==> config.mk <==
export PLATFORM = sky130hd
export DESIGN_NAME = mem_port_arbiter
export DESIGN_NICKNAME = d
export VERILOG_FILES = /design/src/rtl/mem_port_arbiter.sv
export SDC_FILE = /design/constraint.sdc
export NUM_CORES = 1
export LEC_CHECK = 0
export CORE_AREA = 2 2 207 209
export CTS_CLUSTER_SIZE = 8
export DETAILED_ROUTE_END_ITERATION = 10
export DIE_AREA = 0 0 209 211
export PLACE_DENSITY_LB_ADDON = 0.3
export REMOVE_ABC_BUFFERS = 1
export SETUP_SLACK_MARGIN = 0.3
export SLEW_MARGIN = 25
export SYNTH_ARGS = -nofsm -noshare
export SYNTH_HDL_FRONTEND = slang
export SYNTH_SLANG_ARGS = --single-unit
export TNS_END_PERCENT = 20
==> constraint.sdc <==
create_clock -name clk -period 1.3 [get_ports clk]
set_input_delay 0.26 -clock clk [delete_from_list [all_inputs] [get_ports clk]]
set_output_delay 0.26 -clock clk [all_outputs]
set_load 0.005 [all_outputs]
==> src/rtl/mem_port_arbiter.sv <==
// Two-requester arbiter sharing one 64-bit RAM port between instruction fetch and data access.
// One transaction in flight; ties alternate, with the data side winning the first tie after reset.
module mem_port_arbiter #(
    parameter logic [63:0] MEM_BASE = 64'h8000_0000,
    parameter int unsigned IDX_W    = 28
) (
    input  logic             clk,
    input  logic             reset_n,

    input  logic             icache_cmd_valid,
    output logic             icache_cmd_ready,
    input  logic [63:0]      icache_cmd_payload_addr,
    output logic             icache_rsp_valid,
    output logic [31:0]      icache_rsp_payload_data,

    input  logic             dcache_cmd_valid,
    output logic             dcache_cmd_ready,
    input  logic [63:0]      dcache_cmd_payload_addr,
    input  logic             dcache_cmd_payload_wen,
    input  logic [63:0]      dcache_cmd_payload_wdata,
    input  logic [7:0]       dcache_cmd_payload_wstrb,
    input  logic [2:0]       dcache_cmd_payload_size,
    output logic             dcache_rsp_valid,
    output logic [63:0]      dcache_rsp_payload_data,

    output logic             mem_cmd_valid,
    input  logic             mem_cmd_ready,
    output logic [IDX_W-1:0] mem_cmd_idx,
    output logic             mem_cmd_wen,
    output logic [63:0]      mem_cmd_wdata,
    output logic [63:0]      mem_cmd_wmask,
    input  logic             mem_rsp_valid,
    input  logic [63:0]      mem_rsp_data
);

    localparam int unsigned XLEN   = 64;
    localparam int unsigned STRB_W = 8;

    typedef enum logic [1:0] {IDLE, ISSUE, WAIT} state_t;

    state_t            state_q, state_d;
    logic              last_dc_q;
    logic              owner_dc_q;
    logic              off2_q;
    logic              wen_q;
    logic [IDX_W-1:0]  idx_q;
    logic [XLEN-1:0]   wdata_q;
    logic [XLEN-1:0]   wmask_q;

    logic              grant_ic_c;
    logic              grant_dc_c;
    logic [XLEN-1:0]   ic_off_c;
    logic [XLEN-1:0]   dc_off_c;
    logic [XLEN-1:0]   dc_wmask_c;
    logic              unused_c;

    assign ic_off_c = icache_cmd_payload_addr - MEM_BASE;
    assign dc_off_c = dcache_cmd_payload_addr - MEM_BASE;

    // Only the word index and the fetch half-word select are meaningful to the RAM.
    assign unused_c = ^{dcache_cmd_payload_size, ic_off_c[XLEN-1:IDX_W+3], ic_off_c[1:0],
                        dc_off_c[XLEN-1:IDX_W+3], dc_off_c[2:0]};

    always_comb begin
        dc_wmask_c = '0;
        for (int unsigned b = 0; b < STRB_W; b++) begin
            dc_wmask_c[b*8 +: 8] = {8{dcache_cmd_payload_wstrb[b]}};
        end
    end

    // Next-state and grant decode; the requester that did not win last time takes a tie.
    always_comb begin
        state_d    = state_q;
        grant_ic_c = 1'b0;
        grant_dc_c = 1'b0;
        case (state_q)
            IDLE: begin
                grant_dc_c = dcache_cmd_valid && (!icache_cmd_valid || !last_dc_q);
                grant_ic_c = icache_cmd_valid && (!dcache_cmd_valid || last_dc_q);
                if (grant_ic_c || grant_dc_c) begin
                    state_d = ISSUE;
                end
            end
            ISSUE: begin
                if (mem_cmd_ready) begin
                    state_d = wen_q ? IDLE : WAIT;
                end
            end
            WAIT: begin
                if (mem_rsp_valid) begin
                    state_d = IDLE;
                end
            end
            default: state_d = IDLE;
        endcase
    end

    always_ff @(posedge clk or negedge reset_n) begin
        if (!reset_n) begin
            state_q <= IDLE;
        end else begin
            state_q <= state_d;
        end
    end

    // Command capture at acceptance; held stable through ISSUE.
    always_ff @(posedge clk or negedge reset_n) begin
        if (!reset_n) begin
            last_dc_q  <= 1'b0;
            owner_dc_q <= 1'b0;
            off2_q     <= 1'b0;
            wen_q      <= 1'b0;
            idx_q      <= '0;
            wdata_q    <= '0;
            wmask_q    <= '0;
        end else if (grant_dc_c) begin
            last_dc_q  <= 1'b1;
            owner_dc_q <= 1'b1;
            off2_q     <= 1'b0;
            wen_q      <= dcache_cmd_payload_wen;
            idx_q      <= dc_off_c[IDX_W+2:3];
            wdata_q    <= dcache_cmd_payload_wdata;
            wmask_q    <= dc_wmask_c;
        end else if (grant_ic_c) begin
            last_dc_q  <= 1'b0;
            owner_dc_q <= 1'b0;
            off2_q     <= ic_off_c[2];
            wen_q      <= 1'b0;
            idx_q      <= ic_off_c[IDX_W+2:3];
            wdata_q    <= '0;
            wmask_q    <= '0;
        end
    end

    assign icache_cmd_ready = reset_n && grant_ic_c;
    assign dcache_cmd_ready = reset_n && grant_dc_c;

    assign mem_cmd_valid = (state_q == ISSUE);
    assign mem_cmd_idx   = idx_q;
    assign mem_cmd_wen   = wen_q;
    assign mem_cmd_wdata = wdata_q;
    assign mem_cmd_wmask = wmask_q;

    assign icache_rsp_valid        = (state_q == WAIT) && mem_rsp_valid && !owner_dc_q;
    assign dcache_rsp_valid        = (state_q == WAIT) && mem_rsp_valid &&  owner_dc_q;
    assign icache_rsp_payload_data = off2_q ? mem_rsp_data[63:32] : mem_rsp_data[31:0];
    assign dcache_rsp_payload_data = mem_rsp_data;

endmodule
==> results of run 1 <==
cells by family (layout without fill, tap and decap cells):
family                 Yosys count  after routing  share of synthesized area [%]
buffers and inverters          168            593                           20.9
AO/OA/AOI/OAI                  135            135                           18.8
flip-flops                     105            105                           45.9
AND/OR/NAND/NOR                 69             69                           8.09
multiplexers                    32             32                           6.30
sequential cells by signal (all words and copies together), names as in the netlist:
| signal | count |
|---|---|
| mem_cmd_idx | 28 |
| mem_cmd_wdata | 64 |
| mem_cmd_wen | 1 |
| mem_cmd_wmask | 8 |
| off2_q | 1 |
| owner_dc_q | 1 |
| state_q | 2 |
how the worst min path moves through the flow:
stage                       start           endpoint  slack (ns)
final                     reset_n  mem_cmd_wdata[15]        0.11
after global routing      reset_n  mem_cmd_wdata[15]        0.15
after CTS                 reset_n   mem_cmd_wdata[2]        0.13
after detailed placement  reset_n         state_q[0]        0.36
after global placement    reset_n         state_q[1]        0.37
after floorplan           reset_n     mem_cmd_idx[0]       -0.04
metrics by stage:
stage          setup WS (ns)  util [%]  instance area [sq um]  instances  TNS, ns
2_1_floorplan          -1.49         -                   4540        345  -137.53
3_3_place_gp          -0.876      24.8                  10400       1399  -106.14
3_5_place_dp          -0.867      24.8                  10400       1399  -106.27
4_1_cts               -0.570      26.2                  10900       1459   -79.12
5_1_grt               -0.590      25.7                  10700       1473   -52.87
6_report              -0.549      25.7                  10700       1473   -41.34
power by group through the flow:
stage | combinational (mW) | clock [mW] | sequential [mW]
detailed placement | 10.7 | 0 | 5.50
finish | 11.8 | 2.87 | 5.43
global route | 12.6 | 3.09 | 5.61
global placement | 10.7 | 0 | 5.53
CTS | 11.7 | 3.01 | 5.43
floorplan | 2.91 | 0 | 5.74
layout by cell type, fill, tap and decap left out, types with 5 or more instances in the layout:
master           netlist  final
clkdlybuf4s15_1        0     14
clkbuf_16              0     15
a22o_1                74     74
nand3b_1              28     28
clkbuf_2               0     73
clkdlybuf4s50_1        0    135
buf_4                121     68
dfrtp_1              105     94
o21ai_0               29     25
buf_6                  0    100
dlymetal6s2s_1         0     35
dlygate4sd2_1          0      5
buf_12                 1     14
and3_1                30     28
o2111ai_1             28     28
buf_2                 11    113
dfrtp_2                0     11
mux2_4                 0      5
mux2_2                32     27
cell type report:
class	count	area [sq um]	area share (%)
sequential	105	2640	24.6
clock inverter	7	76.3	0.710
clock buffer	9	225	2.10
tap	539	674	6.28
multi-input combinational	236	1970	18.3
timing repair buffer	573	5140	47.9
inverter	4	15.0	0.140
Yosys cell counts:
library cell  instances  share of area [%]
a22o_1               74                 11
a32o_1                1               0.17
and2_1                1               0.11
and2_4                1               0.15
and3_1               30                3.3
buf_1                 3               0.20
buf_12                1               0.35
buf_2                11               0.96
buf_4               121                 16
buf_8                 7                1.8
clkbuf_1             21                1.4
dfrtp_1             105                 46
inv_1                 4               0.26
mux2_2               32                6.3
nand2_1               2               0.13
nand2b_1              1               0.11
nand3b_1             28                3.7
nor2_1                3               0.20
nor2b_1               1               0.11
nor3b_2               1               0.22
o2111ai_1            28                4.3
o211a_1               1               0.17
o21ai_0              29                2.5
o21ai_2               1               0.15
o22a_1                1               0.15
or2_1                 1               0.11
repair_timing:
| action | 4_1_cts | 5_1_grt |
|---|---|---|
| endpoints found under the hold margin | 19 | 0 |
| pin swaps | 51 | 18 |
| hold buffers | 1 | 0 |
| setup buffers | 40 | 7 |
| gates resized for setup | 642 | 397 |
| cloned | 3 | 7 |
| endpoints found under the setup margin | 363 | 345 |
worst max-delay path: cells and delay by family, from the launching register on:
family | cells | cell delay [ns]
mux | 1 | 0.27
buf+inv | 4 | 0.54
flops | 1 | 0.42
per-layer routing:
metal | GRT usage [%] | routed length [um]
met4 | 3.50 | 391
met3 | 3.37 | 1810
met2 | 18.9 | 13400
met5 | 0 | 0
met1 | 15.1 | 12200
==> impl_metrics.py, run 1 <==
metrics = {
    "run_status": {
        "status": "finished, violations left",
        "violations": "setup timing",
    },
    "setup_path": {
        "critPathMaxFanout": 5,
        "r2r_end": "mem_cmd_wdata[6]",
        "critPathCaptureType": "output port",
        "critPathCapture": "icache_rsp_payload_data[17]",
        "rrSetupSlack_ns": -0.29,
        "start_kind": "flop",
        "max_stage_delay_ns": 0.42,
        "crit-reg2reg-launch": "state_q[1]",
        "r2r_cells": 7,
        "cp_data_required_time_ns": 1.04,
        "cp-startpoint": "off2_q",
        "crit_arrival_ns": 1.59,
        "crit_slowest_cell": "dfrtp_2",
        "worstSetupPathType": "flop to output port",
        "crit_path_cell_trace": "buf_6 > buf_16 > buf_4 > mux2_2 > buf_6",
        "crit_top_cell": "buf_6",
    },
    "floorplanning": {
        "start_util_pct": 13.7,
        "rows": 75,
        "die_w_um": 209,
        "die_y_um": 211,
        "core-area_sq_um": 41800,
        "pin_count": 532,
        "die-area_sq_um": 44100,
    },
    "power": {
        "p_per_area_nw_per_um2": 1870,
        "clockPowerShare_pct": 14.3,
        "power.switching_mw": 7.19,
        "switching_share_pct": 35.9,
        "combPwrFrac_pct": 58.6,
        "p_int_mw": 12.9,
        "peakVddDrop_uv": 558,
        "p_leak_nw": 5.41,
        "power.total_mw": 20.1,
        "sequentialPowerShare_pct": 27.1,
    },
    "cells_and_area": {
        "diodes": 0,
        "fillCellCount": 4429,
        "drive_gt1_share_pct": 48.5,
        "area_growth_pct": 87.8,
        "final_nets": 1203,
    },
    "timing": {
        "fin_crit_sh_pct": 142,
        "maxSlewHeadroom_pct": 52.4,
        "rsz0062_at_grt": "true",
        "fin_crit_ns": 1.85,
        "tightest_slew_ns": 0.714,
        "max_freq_ghz": 0.541,
        "hold_viol": 0,
        "setup_viol": 168,
        "clock_skew_ns": 0.0109,
        "report.final.slew_viol_count": 0,
        "setup_slack_ns": -0.549,
        "whs_ns": 0.109,
    },
    "place": {
        "portBuffers": 457,
        "place_congestion": 0.713,
        "dp_hpwl_mm": 19.6,
    },
    "yosys": {
        "ys_seq_area_share_pct": 45.9,
        "avgSynthCellArea_sq_um": 11.2,
        "ys.warnings.count": 0,
        "ys_types": 26,
        "synth_seq_cells": 105,
        "syn_inst": 509,
        "netlist_area_sq_um": 5720,
    },
    "worst_hold_path": {
        "hold_path_class": "input port to asynchronous set/reset pin",
    },
    "global_routing": {
        "grt_overflow": 0,
        "grt_pass1_vias": 5617,
        "grt_max_degree": 52,
        "track_usage_pct": 11.7,
        "grt_pass1_wl_mm": 38.1,
        "antenna_found_initial": 0,
    },
    "drt": {
        "postRouteAntennaNets": 0,
        "wirelength_mm": 27.8,
        "wl_per_cell_um": 18.9,
        "drc": 0,
        "drtPass1Iterations": 4,
        "vias": 5557,
        "via_per_inst": 3.77,
        "drt_iter0_drc": 204,
    },
    "flow_run": {
        "drv_cap": 0,
    },
    "cts": {
        "clkTransAtPathRegs_ns": 0.07,
        "cts-root-buf": "clkbuf_16",
        "insertion_delay_ns": 0.38,
        "clk_path_buf_depth": 2,
        "clock-sinks": 105,
        "htree_levels": 3,
        "numCtsBuffers": 9,
        "cts_tree": "yes",
    },
}
Power figures use the tool's default switching activity.
==> inputs of run 2 (changes only) <==
--- a/config.mk
+++ b/config.mk
@@ -5,6 +5,7 @@
 export SDC_FILE = /design/constraint.sdc
 export NUM_CORES = 1
 export LEC_CHECK = 0
+export ABC_CLOCK_PERIOD_IN_PS = 1300
 export CORE_AREA = 2 2 207 209
 export CTS_CLUSTER_SIZE = 8
 export DETAILED_ROUTE_END_ITERATION = 10
@@ -16,4 +17,3 @@
 export SYNTH_ARGS = -nofsm -noshare
 export SYNTH_HDL_FRONTEND = slang
 export SYNTH_SLANG_ARGS = --single-unit
-export TNS_END_PERCENT = 20
==> impl_metrics.py, run 2 (synthesis gave the netlist of run 1 again) <==
metrics = {
    "global_routing": {
        "grt_overflow": 0,
        "gr-usage-met2_pct": 21.2,
        "antenna_found_initial": 1,
        "grt_pass1_vias": 6107,
        "grt_busiest_layer": "met2",
        "grt_max_degree": 52,
        "met1_usage_pct": 16.6,
        "track_usage_pct": 12.9,
        "grt_pass1_wl_mm": 41.9,
        "use_met3_pct": 3.94,
    },
    "floorplanning": {
        "die_w_um": 209,
        "die_y_um": 211,
        "rows": 75,
        "die-area_sq_um": 44100,
        "start_util_pct": 13.7,
        "pin_count": 532,
        "core-area_sq_um": 41800,
    },
    "cells_and_area": {
        "final_util_pct": 28.9,
        "area_growth_pct": 111,
        "seq_area_sq_um": 2640,
        "multi_input_area_sq_um": 2030,
        "final_cell_count_no_fill": 1572,
        "fillCellCount": 4303,
        "drive_gt1_share_pct": 54.1,
        "final_common_cell": "buf_6",
        "largest_register_ff_count": 64,
        "final_nets": 1301,
        "layout_common_cells": "buf_6, buf_2, clkdlybuf4s50_1",
        "final_area_sq_um": 12100,
    },
    "run_status": {
        "status": "finished, violations left",
        "violations": "setup timing",
    },
    "setup_path": {
        "crit_top_cell": "buf_6",
        "crit_slowest_cell": "dfrtp_2",
        "crit_family": "buffers and inverters",
        "worstSetupPathType": "flop to output port",
        "cp_data_required_time_ns": 1.04,
        "crit_path_cell_trace": "buf_6 > buf_16 > buf_4 > mux2_2 > buf_6",
        "start_kind": "flop",
        "cp_num_buf_inv": 4,
        "critPathCaptureType": "output port",
        "crit_arrival_ns": 1.59,
        "max_stage_delay_ns": 0.42,
        "critPathMaxFanout": 5,
    },
    "worst_hold_path": {
        "hold_path_class": "input port to asynchronous set/reset pin",
    },
    "power": {
        "p_per_area_nw_per_um2": 1940,
        "power.switching_mw": 8.00,
        "combPwrFrac_pct": 65.0,
        "peakVddDrop_uv": 880,
        "p_leak_nw": 5.83,
        "p_int_mw": 15.4,
        "clockPowerShare_pct": 12.2,
        "sequentialPowerShare_pct": 22.8,
        "switching_share_pct": 34.1,
        "power.total_mw": 23.4,
    },
    "place": {
        "dp_cells": 1399,
        "place_ws_ns": -0.867,
        "placed_area_sq_um": 10400,
        "portBuffers": 457,
        "place_congestion": 0.713,
        "dp_hpwl_mm": 19.6,
    },
    "flow_run": {
        "drv_cap": 0,
    },
    "cts": {
        "clock-sinks": 105,
        "cts-root-buf": "clkbuf_16",
        "clk_path_buf_depth": 2,
        "numCtsBuffers": 9,
        "htree_levels": 3,
        "cts_tree": "yes",
        "clkTransAtPathRegs_ns": 0.07,
        "insertion_delay_ns": 0.37,
    },
    "drt": {
        "wl_per_cell_um": 18.9,
        "postRouteAntennaNets": 0,
        "drt_iter0_drc": 234,
        "via_per_inst": 3.79,
        "vias": 5957,
        "wirelength_mm": 29.8,
        "drc": 0,
        "drtPass1Iterations": 4,
    },
    "timing": {
        "max_freq_ghz": 0.541,
        "tightest_slew_ns": 0.735,
        "fin_crit_sh_pct": 142,
        "whs_ns": 0.121,
        "clock_skew_ns": 0.0115,
        "report.final.slew_viol_count": 0,
        "rsz0062_at_grt": "true",
        "setup_slack_ns": -0.548,
        "setup_viol": 199,
        "tns_ns": -57.22,
        "maxSlewHeadroom_pct": 51.0,
        "fin_crit_ns": 1.85,
        "hold_viol": 0,
    },
}
==> run 2: changes by cell type in the layout (fill, tap and decap cells not counted), sizes merged, moves of 2 or more <==
cell,change
buf,+150
clkdlybuf4s50,-2
dlymetal6s2s,-35
clkdlybuf4s15,+14
dlygate4sd2,+37
clkbuf,-67
==> run 2: area by class of cell <==
| cell class | count | area share [%] |
|---|---|---|
| inverters | 4 | 0.145 |
| clock inverters | 7 | 0.632 |
| diodes | 1 | 0.0207 |
| repair buffers | 671 | 53.1 |
| well taps | 539 | 5.58 |
| multi-input cells | 236 | 16.8 |
| flip-flops and latches | 105 | 21.9 |
| clock buffers | 9 | 1.87 |
==> run 2: worst paths after layout <==
kind / startpoint / to / slack, ns / cells after the start
min reg2reg: mem_cmd_wdata[48] / mem_cmd_wdata[48] / 0.50 / 1
max in group asynchronous: reset_n / state_q[1] / 0.42 / 3
max reg2reg: state_q[0] / mem_cmd_wdata[26] / -0.38 / 8
max: off2_q / icache_rsp_payload_data[17] / -0.55 / 5
min: reset_n / mem_cmd_wdata[15] / 0.12 / 3
min in group clk: icache_cmd_payload_addr[15] / mem_cmd_idx[12] / 0.49 / 3
==> run 2: repair_timing <==
item | 4_1_cts | 5_1_grt
endpoints found under the setup margin | 363 | 306
cloned | 15 | 1
resized for setup | 1255 | 85
pin swaps | 82 | 22
endpoints found under the hold margin | 19 | 0
setup buffers | 114 | 25
hold buffers | 1 | 0
==> run 2: power groups by stage <==
stage	sequential, mW	clock, mW	combinational [mW]
2_1_floorplan	5.74	0	2.91
3_3_place_gp	5.53	0	10.7
3_5_place_dp	5.50	0	10.7
4_1_cts	5.31	3.01	14.0
5_1_grt	5.50	3.11	16.2
6_report	5.34	2.86	15.2
==> run 2: worst min-delay path, stage by stage <==
cell and delay [ns]:
buf_4 0.14, buf_4 0.12, buf_4 0.38
==> run 2: routing by layer <==
layer	share of wire, %	wire, um
met1	43	12800
met3	6.8	2040
met5	0	0
met4	1.3	380
met2	49	14500
==> inputs of run 3 (changes only) <==
--- a/config.mk
+++ b/config.mk
@@ -6,10 +6,12 @@
 export NUM_CORES = 1
 export LEC_CHECK = 0
 export ABC_CLOCK_PERIOD_IN_PS = 1300
-export CORE_AREA = 2 2 207 209
+export CELL_PAD_IN_SITES_DETAIL_PLACEMENT = 1
+export CELL_PAD_IN_SITES_GLOBAL_PLACEMENT = 1
+export CORE_AREA = 2 2 205 207
 export CTS_CLUSTER_SIZE = 8
 export DETAILED_ROUTE_END_ITERATION = 10
-export DIE_AREA = 0 0 209 211
+export DIE_AREA = 0 0 207 209
 export PLACE_DENSITY_LB_ADDON = 0.3
 export REMOVE_ABC_BUFFERS = 1
 export SETUP_SLACK_MARGIN = 0.3
==> impl_metrics.py, run 3 (synthesis gave the netlist of run 1 again) <==
metrics = {
    "cts": {
        "clk_path_buf_depth": 2,
        "cts_tree": "yes",
        "clkTransAtPathRegs_ns": 0.09,
        "insertion_delay_ns": 0.37,
        "cts-root-buf": "clkbuf_16",
        "numCtsBuffers": 9,
        "clock-sinks": 105,
        "htree_levels": 3,
    },
    "drt": {
        "drtPass1Iterations": 6,
        "vias": 6215,
        "wl_per_cell_um": 20.0,
        "drc": 0,
        "postRouteAntennaNets": 0,
        "drt_iter0_drc": 211,
        "wirelength_mm": 31.8,
        "via_per_inst": 3.90,
    },
    "power": {
        "peakVddDrop_uv": 1050,
        "power.switching_mw": 8.23,
        "clockPowerShare_pct": 13.1,
        "p_int_mw": 15.3,
        "p_leak_nw": 5.90,
        "power.total_mw": 23.5,
        "switching_share_pct": 35.0,
        "combPwrFrac_pct": 64.2,
        "sequentialPowerShare_pct": 22.6,
        "p_per_area_nw_per_um2": 1940,
    },
    "flow_run": {
        "drv_cap": 0,
    },
    "cells_and_area": {
        "area_growth_pct": 112,
        "layout_common_cells": "buf_6, buf_2, clkdlybuf4s50_1",
        "final_nets": 1318,
        "final_util_pct": 29.4,
        "final_common_cell": "buf_6",
        "drive_gt1_share_pct": 54.8,
        "largest_register_ff_count": 64,
    },
    "floorplanning": {
        "die_w_um": 207,
        "core-area_sq_um": 41300,
        "die-area_sq_um": 43300,
        "pin_count": 532,
        "die_y_um": 209,
        "start_util_pct": 13.9,
        "rows": 75,
    },
    "global_routing": {
        "antenna_found_initial": 6,
        "grt_pass1_wl_mm": 45.7,
        "grt_pass1_vias": 6624,
        "track_usage_pct": 14.1,
        "grt_overflow": 0,
        "grt_max_degree": 65,
    },
    "place": {
        "dp_hpwl_mm": 20.9,
        "place_congestion": 0.730,
        "portBuffers": 457,
    },
    "timing": {
        "fin_crit_sh_pct": 147,
        "report.final.slew_viol_count": 0,
        "clock_skew_ns": 0.00620,
        "tightest_slew_ns": 0.815,
        "max_freq_ghz": 0.522,
        "fin_crit_ns": 1.91,
        "maxSlewHeadroom_pct": 45.7,
        "hold_viol": 0,
        "rsz0062_at_grt": "true",
        "setup_viol": 201,
        "setup_slack_ns": -0.614,
        "tns_ns": -62.69,
    },
    "setup_path": {
        "crit_arrival_ns": 1.65,
        "critPathCapture": "icache_rsp_payload_data[23]",
        "r2r_end": "mem_cmd_wdata[6]",
        "r2r_cells": 9,
        "cp_data_required_time_ns": 1.04,
        "cp-startpoint": "off2_q",
        "start_kind": "flop",
        "rrSetupSlack_ns": -0.47,
        "critPathCaptureType": "output port",
        "worstSetupPathType": "flop to output port",
        "critPathMaxFanout": 6,
        "crit-reg2reg-launch": "state_q[1]",
    },
    "worst_hold_path": {
        "hold_path_class": "input port to asynchronous set/reset pin",
    },
    "run_status": {
        "violations": "setup timing",
        "status": "finished, violations left",
    },
}
-- run 3: cell count changes in the layout (fill, tap and decap cells not counted), moves of 4 or more --
cell and change:
diode_2 +4, buf_12 -11, mux2_2 -8, buf_2 -13
mux2_4 +8, buf_6 +25, clkbuf_2 +4, dlygate4sd2_1 -4
buf_4 +20
-- run 3: critical path, stage by stage (launching register included) --
cell	delay, ns
dfrtp_2	0.45
buf_6	0.15
buf_16	0.14
buf_6	0.12
mux2_4	0.30
buf_6	0.12
-- run 3: repair_timing --
| action | 4_1_cts | 5_1_grt |
|---|---|---|
| hold buffers | 1 | 0 |
| gates resized for setup | 1281 | 101 |
| setup buffers | 122 | 40 |
| pin swaps | 77 | 18 |
| gates cloned | 13 | 1 |
| hold endpoints to repair | 1 | 0 |
| setup endpoints to repair | 363 | 310 |
-- run 3: through the flow --
stage	area (sq um)	setup slack, ns	hold WS, ns	instances
4_1_cts	11600	-0.627	0.0931	1547
3_5_place_dp	10300	-0.892	0.0797	1395
5_1_grt	12100	-0.675	0.121	1593
2_1_floorplan	4540	-1.49	-0.0356	345
6_report	12100	-0.614	0.0651	1593
3_3_place_gp	10300	-0.893	0.0767	1395
-- run 3: worst min-delay path by stage --
stage	start	end	slack [ns]	depth (start not counted)
2_1_floorplan	reset_n	mem_cmd_idx[0]	-0.04	0
3_5_place_dp	reset_n	mem_cmd_idx[16]	0.08	1
3_3_place_gp	reset_n	mem_cmd_idx[16]	0.08	1
6_report	reset_n	mem_cmd_idx[9]	0.07	2
5_1_grt	reset_n	mem_cmd_idx[7]	0.12	2
4_1_cts	reset_n	mem_cmd_idx[9]	0.09	2
-- run 3: power groups by stage --
stage | sequential [mW] | clock [mW] | combinational (mW)
final | 5.33 | 3.09 | 15.1
after global routing | 5.47 | 3.37 | 16.2
after CTS | 5.30 | 3.27 | 13.9
after detailed placement | 5.49 | 0 | 10.7
after global placement | 5.50 | 0 | 10.6
after floorplan | 5.74 | 0 | 2.91
-- run 3: layout make-up --
class                           instances  area (sq um)
Clock inverter                          7          98.8
Antenna cell                            5          12.5
Sequential cell                       105          2640
Tap cell                              539           674
Timing Repair Buffer                  688          6420
Multi-Input combinational cell        236          2040
Clock buffer                            9           225
Fill cell                            4667         29200
Inverter                                4          17.5
-- run 3: routing by layer --
| layer | track usage [%] | vias up | wire length [um] |
|---|---|---|---|
| met1 | 18.1 | 3072 | 13800 |
| met4 | 3.92 | 0 | 567 |
| met2 | 22.7 | 280 | 15200 |
| li1 | - | 2833 | - |
| met3 | 4.30 | 30 | 2290 |
| met5 | 0 | - | 0 |
==> variant 1 (config.mk and constraints of run 2) <==
Encoding of `state_t`: now one-hot (3 bits for 3 states).
--- a/src/rtl/mem_port_arbiter.sv
+++ b/src/rtl/mem_port_arbiter.sv
@@ -38,3 +38,3 @@
 
-    typedef enum logic [1:0] {IDLE, ISSUE, WAIT} state_t;
+    typedef enum logic [2:0] {IDLE = 3'b001, ISSUE = 3'b010, WAIT = 3'b100} state_t;
 
Function: same outputs for any inputs over 4 cycles, from zero or initial values and one cycle with reset_n low; so few cycles prove little.
==> variant 1 against run 2 <==
The run ends with hold timing, setup timing left; largest power group unchanged; synthesized cell count is 0.79% higher; sequential power is 9.6% higher; synthesized area is 1.2% lower; cell area is 1.5% lower; power is 9.1% higher; critical endpoint is now icache_rsp_payload_data[29]; via count is 2.9% higher; worst setup slack worse by 0.10 ns; sequential cell count is 1 higher; critical path depth is 1 higher; register-to-register slack worse by 0.21 ns; routed wire length is 9.6% higher; fmax is 5.4% lower.
==> variant 1: results (changes against run 2) <==
Global routing
  • Via count of the first global-routing pass: 6223 (+1.9%)
  • Global-route wire length before repair: 44900 um (+7.3%)
  • Overall routing resource usage: 0.143 (+0.0139)
  • Number of antenna violations at the first check in global routing: 24 (+23)
  • Largest net degree at the start of global routing: 45 (-13%)

Setup path
  • Largest driver fanout on the critical path: 4 (-1)
  • WP data arrival: 1.69 ns (+0.10 ns)

Finish
  • Sequential fraction of total cell area: 0.224 (+0.00529)
  • Fillers: 4471 (+3.9%)
  • Share of cell area taken by multi-input logic gates: 0.174 (+0.00568)
  • Count of nets after finishing: 1294 (-0.54%)
  • Non-clk buf share: 0.518 (-0.0123)
  • Clock Network Area Fraction: 0.0246 (-0.000361)
  • Number of flip-flops under the largest register name: 64 (unchanged)
  • Buffers excl. clock: 655 (-2.4%)
  • Number of signal-net inverters in the final layout: 0 (-4)
  • Multi-input comb cells: 248 (+5.1%)
  • Antenna diode count: 12 (+11)
  • Fraction of final layout cells with drive strength greater than 1: 0.572 (+0.0310)

Synth
  • Most used flip-flop cell after synthesis: sky130_fd_sc_hd__dfrtp_1
  • Synth Register Bits: 106 (+0.95%)
  • Most used standard cells in the synthesized netlist: sky130_fd_sc_hd__buf_4 (120), sky130_fd_sc_hd__dfrtp_1 (105), sky130_fd_sc_hd__a22o_1 (74)
  • Fraction of registers with async set or reset after synthesis: 1.00 (unchanged)
  • Multiplexer share of the synthesized area: 0.0638 (+0.000767)
  • Main area contributors after synthesis: sky130_fd_sc_hd__dfrtp_1 (46%), sky130_fd_sc_hd__buf_4 (16%), sky130_fd_sc_hd__a22o_1 (11%)
  • Cell variety after synth: 30 (+15%)
  • Synthesis Warnings: 0 (unchanged)
  • Share of the yosys chip area belonging to registers: 0.470 (+0.0102)
  • Fraction of the mapped netlist area in compound gates: 0.212 (+0.0238)

Place
  • Worst setup slack after placement: -0.735 ns (+0.132 ns)
  • Routability congestion estimate from global placement: 0.813 (+14%)
  • Dpl cell area: 10400 sq um (+0.77%)
  • Sum of net half-perimeters after detailed placement: 22600 um (+15%)

Clocking
  • Clock Pin Slew Worst Setup and Hold Paths: 0.09 ns (+0.02 ns)
  • Longest Clk Path Bufs: 2 (unchanged)
  • Clock root buffer: sky130_fd_sc_hd__clkbuf_16

STA
  • Worst hold margin: -0.00117 ns (-0.122 ns)
  • Slew at the pin with the worst max-slew slack: 0.607 ns (-0.128 ns)
  • Layout Skew: 0.0121 ns (+0.000602 ns)
  • Worst-case setup margin in the final layout: -0.653 ns (-0.105 ns)
  • Total count of hold-check failures in the final report: 1 (+1)
  • Final setup TNS: -79.73 ns (-22.51 ns)
  • Final count of negative-setup-slack endpoints: 194 (-2.5%)

Drt
  • Initial detailed-routing violation count: 241 (+3.0%)
  • WL per Instance: 20.7 um (+9.3%)
  • Post-DR vias/cell: 3.89 (+2.7%)
  • Length of the first detailed-routing pass in iterations: 4 (unchanged)

Run status
  • Failing checks: hold timing, setup timing
  • Result of the run: complete, but fails checks

Power
  • Leakage: 5.65 nW (-3.1%)
  • IR drop worst, VDD: 0.835 mV (-5.2%)

Floorplan
  • Total number of placement rows: 75 (unchanged)
variant 1: cell types whose count changed in the layout (fill, tap and decap cells not counted), sizes merged, moves of 28 or more:
cell / delta
nor2: +32
a21oi: +29
o31ai: +29
buf: -28
nand3b: -28
o2111ai: -28
variant 1: through the flow:
step,util,cells
2_1_floorplan,-,354
3_3_place_gp,0.250,1426
3_5_place_dp,0.250,1426
4_1_cts,0.276,1535
5_1_grt,0.285,1572
6_report,0.285,1576
variant 1: layer usage:
| metal | GRT usage | wire [um] | vias up |
|---|---|---|---|
| met5 | 0 | 21 | - |
| met1 | 0.142 | 11300 | 2996 |
| li1 | - | - | 2753 |
| met4 | 0.0677 | 1410 | 4 |
| met3 | 0.0416 | 2300 | 53 |
| met2 | 0.272 | 17600 | 325 |
variant 1: repair_timing:
item | in CTS | in global routing
gates resized for setup | 1335 | 70
setup endpoints to repair | 364 | 309
pin swaps | 54 | 56
hold buffers | 0 | 0
buffers inserted | 80 | 26
gates cloned | 13 | 3
variant 1: worst paths after layout:
check	startpoint	endpoint	slack, ns
min	reset_n	mem_cmd_idx[18]	-0.001
min reg2reg	mem_cmd_wdata[15]	mem_cmd_wdata[15]	0.50
max	off2_q	icache_rsp_payload_data[29]	-0.65
min in group clk	dcache_cmd_payload_addr[10]	mem_cmd_idx[7]	0.48
max in group asynchronous	reset_n	mem_cmd_wmask[62]	0.49
max reg2reg	state_q[0]	mem_cmd_wdata[2]	-0.59
variant 1: report_power, final:
group	switching, mW	internal [mW]	leakage, nW	total, mW
combinational	6.61	10.2	4.16	16.8
sequential	0.938	4.91	1.35	5.85
clock	1.55	1.36	0.142	2.91
total	9.10	16.5	5.65	25.6
==> variant 2 (flow settings as in run 2) <==
Without the edit above. The parameter `IDX_W` goes from 28 to 36.
--- a/src/rtl/mem_port_arbiter.sv
+++ b/src/rtl/mem_port_arbiter.sv
@@ -4,3 +4,3 @@
     parameter logic [63:0] MEM_BASE = 64'h8000_0000,
-    parameter int unsigned IDX_W    = 28
+    parameter int unsigned IDX_W    = 36
 ) (
Interface: changed (resized mem_cmd_idx); port bits go from 532 to 540. No check against the original RTL was run, so the function may have changed too.
==> variant 2 against run 2 <==
Worst setup slack worse by 0.14 ns; combinational power up 6%; highest routed layer unchanged; synthesized area up 3.6%; critical path depth is 5 higher; the flow still finishes with violations (setup timing); power is 14% higher; cell area rose by 7.5%; cell count rose by 5.2%; sequential power grew 8.4%; sequential share of layout area about the same; routed wire length is 1.0% lower; sequential cell count up 8.
==> variant 2: results (changes against run 2) <==
Place
  • Dpl cell area: 10900 sq um (+5.2%)
  • Routability congestion estimate from global placement: 0.759 (+6.3%)
  • Worst setup slack after placement: -0.934 ns (-0.0672 ns)
  • Dpl cells: 1459 (+4.3%)

Drt
  • Routed via count: 6153 (+3.3%)
  • Initial detailed-routing violation count: 256 (+9.4%)

STA
  • Max transition margin: 0.498 (-0.0115)
  • Final count of negative-setup-slack endpoints: 212 (+6.5%)
  • Final setup TNS: -88.27 ns (-31.05 ns)
  • Worst hold margin: 0.143 ns (+0.0222 ns)
  • Worst-case setup margin in the final layout: -0.688 ns (-0.140 ns)

Global routing
  • Largest net degree at the start of global routing: 56 (+7.7%)
  • Global-route wire length before repair: 40100 um (-4.2%)
  • Overall routing resource usage: 0.122 (-0.00667)

Synth
  • Average footprint of a synthesized cell: 11.2 sq um (-0.50%)
  • Main area contributors after synthesis: sky130_fd_sc_hd__dfrtp_1 (48%), sky130_fd_sc_hd__buf_4 (15%), sky130_fd_sc_hd__a22o_1 (11%)
  • Cell variety after synth: 33 (+27%)
  • Xor and xnor area share after synthesis: 0.0133 (+0.0133)
  • Share of the yosys chip area belonging to registers: 0.477 (+0.0178)
  • Most used standard cells in the synthesized netlist: sky130_fd_sc_hd__buf_4 (121), sky130_fd_sc_hd__dfrtp_1 (113), sky130_fd_sc_hd__a22o_1 (74)
  • Multiplexer share of the synthesized area: 0.123 (+0.0605)

Setup path
  • Critical-path top delay cell: sky130_fd_sc_hd__dfrtp_1
  • Reg-to-reg critical path endpoint: mem_cmd_idx[34]
  • Reg2reg path depth: 10 (+2)
  • Critical path origin: state_q[0]

Run status
  • Result of the run: complete, but fails checks
  • Failing checks: setup timing

Finish
  • Count of placed standard cells in the final layout, fillers left out: 1654 (+5.2%)
  • Fraction of final layout cells with drive strength greater than 1: 0.537 (-0.00348)

Clocking
  • Num CTS Buffers: 17 (+8)
  • Clk Latency, worst-skew pair: 0.43 ns (+0.06 ns)

Power
  • IR drop worst, VDD: 0.771 mV (-12%)
[variant 2: per-layer routing]
layer  wire length [um]  GRT usage  vias up
li1                   -          -     2909
met1              12300      0.149     2967
met2              14900      0.206      254
met3               1750     0.0360       23
met4                513     0.0431        0
met5                  0          0        -
[variant 2: area by class of cell]
| class | count | area (sq um) |
|---|---|---|
| Clock inverter | 14 | 141 |
| Inverter | 5 | 18.8 |
| Multi-Input combinational cell | 259 | 2180 |
| Clock buffer | 18 | 439 |
| Timing Repair Buffer | 706 | 6700 |
| Sequential cell | 113 | 2840 |
| Fill cell | 4356 | 28800 |
| Tap cell | 539 | 674 |
[variant 2: cells by family after synthesis]
| group | after synthesis |
|---|---|
| xor gates and xnor gates | 9 |
| AOI/OAI and AO/OA | 118 |
| DFF | 113 |
| muxes | 69 |
| buffers and inverters | 158 |
| adders and majority gates | 1 |
| and+or+nand+nor | 62 |
[variant 2: worst register-to-register path: stages, from the launching register on]
cell	delay, ns
sky130_fd_sc_hd__dfrtp_1	0.41
sky130_fd_sc_hd__nor2_4	0.17
sky130_fd_sc_hd__buf_6	0.11
sky130_fd_sc_hd__and3_4	0.25
sky130_fd_sc_hd__mux2i_1	0.30
sky130_fd_sc_hd__ha_4	0.19
sky130_fd_sc_hd__inv_2	0.04
sky130_fd_sc_hd__nor2_2	0.08
sky130_fd_sc_hd__xor2_1	0.15
sky130_fd_sc_hd__mux2i_1	0.09
sky130_fd_sc_hd__o21ai_1	0.13
[variant 2: where the power goes]
part           switching [mW]  internal (mW)  total, mW
sequential              0.839           4.95       5.79
combinational            5.99           10.1       16.1
clock                    1.84           2.85       4.69
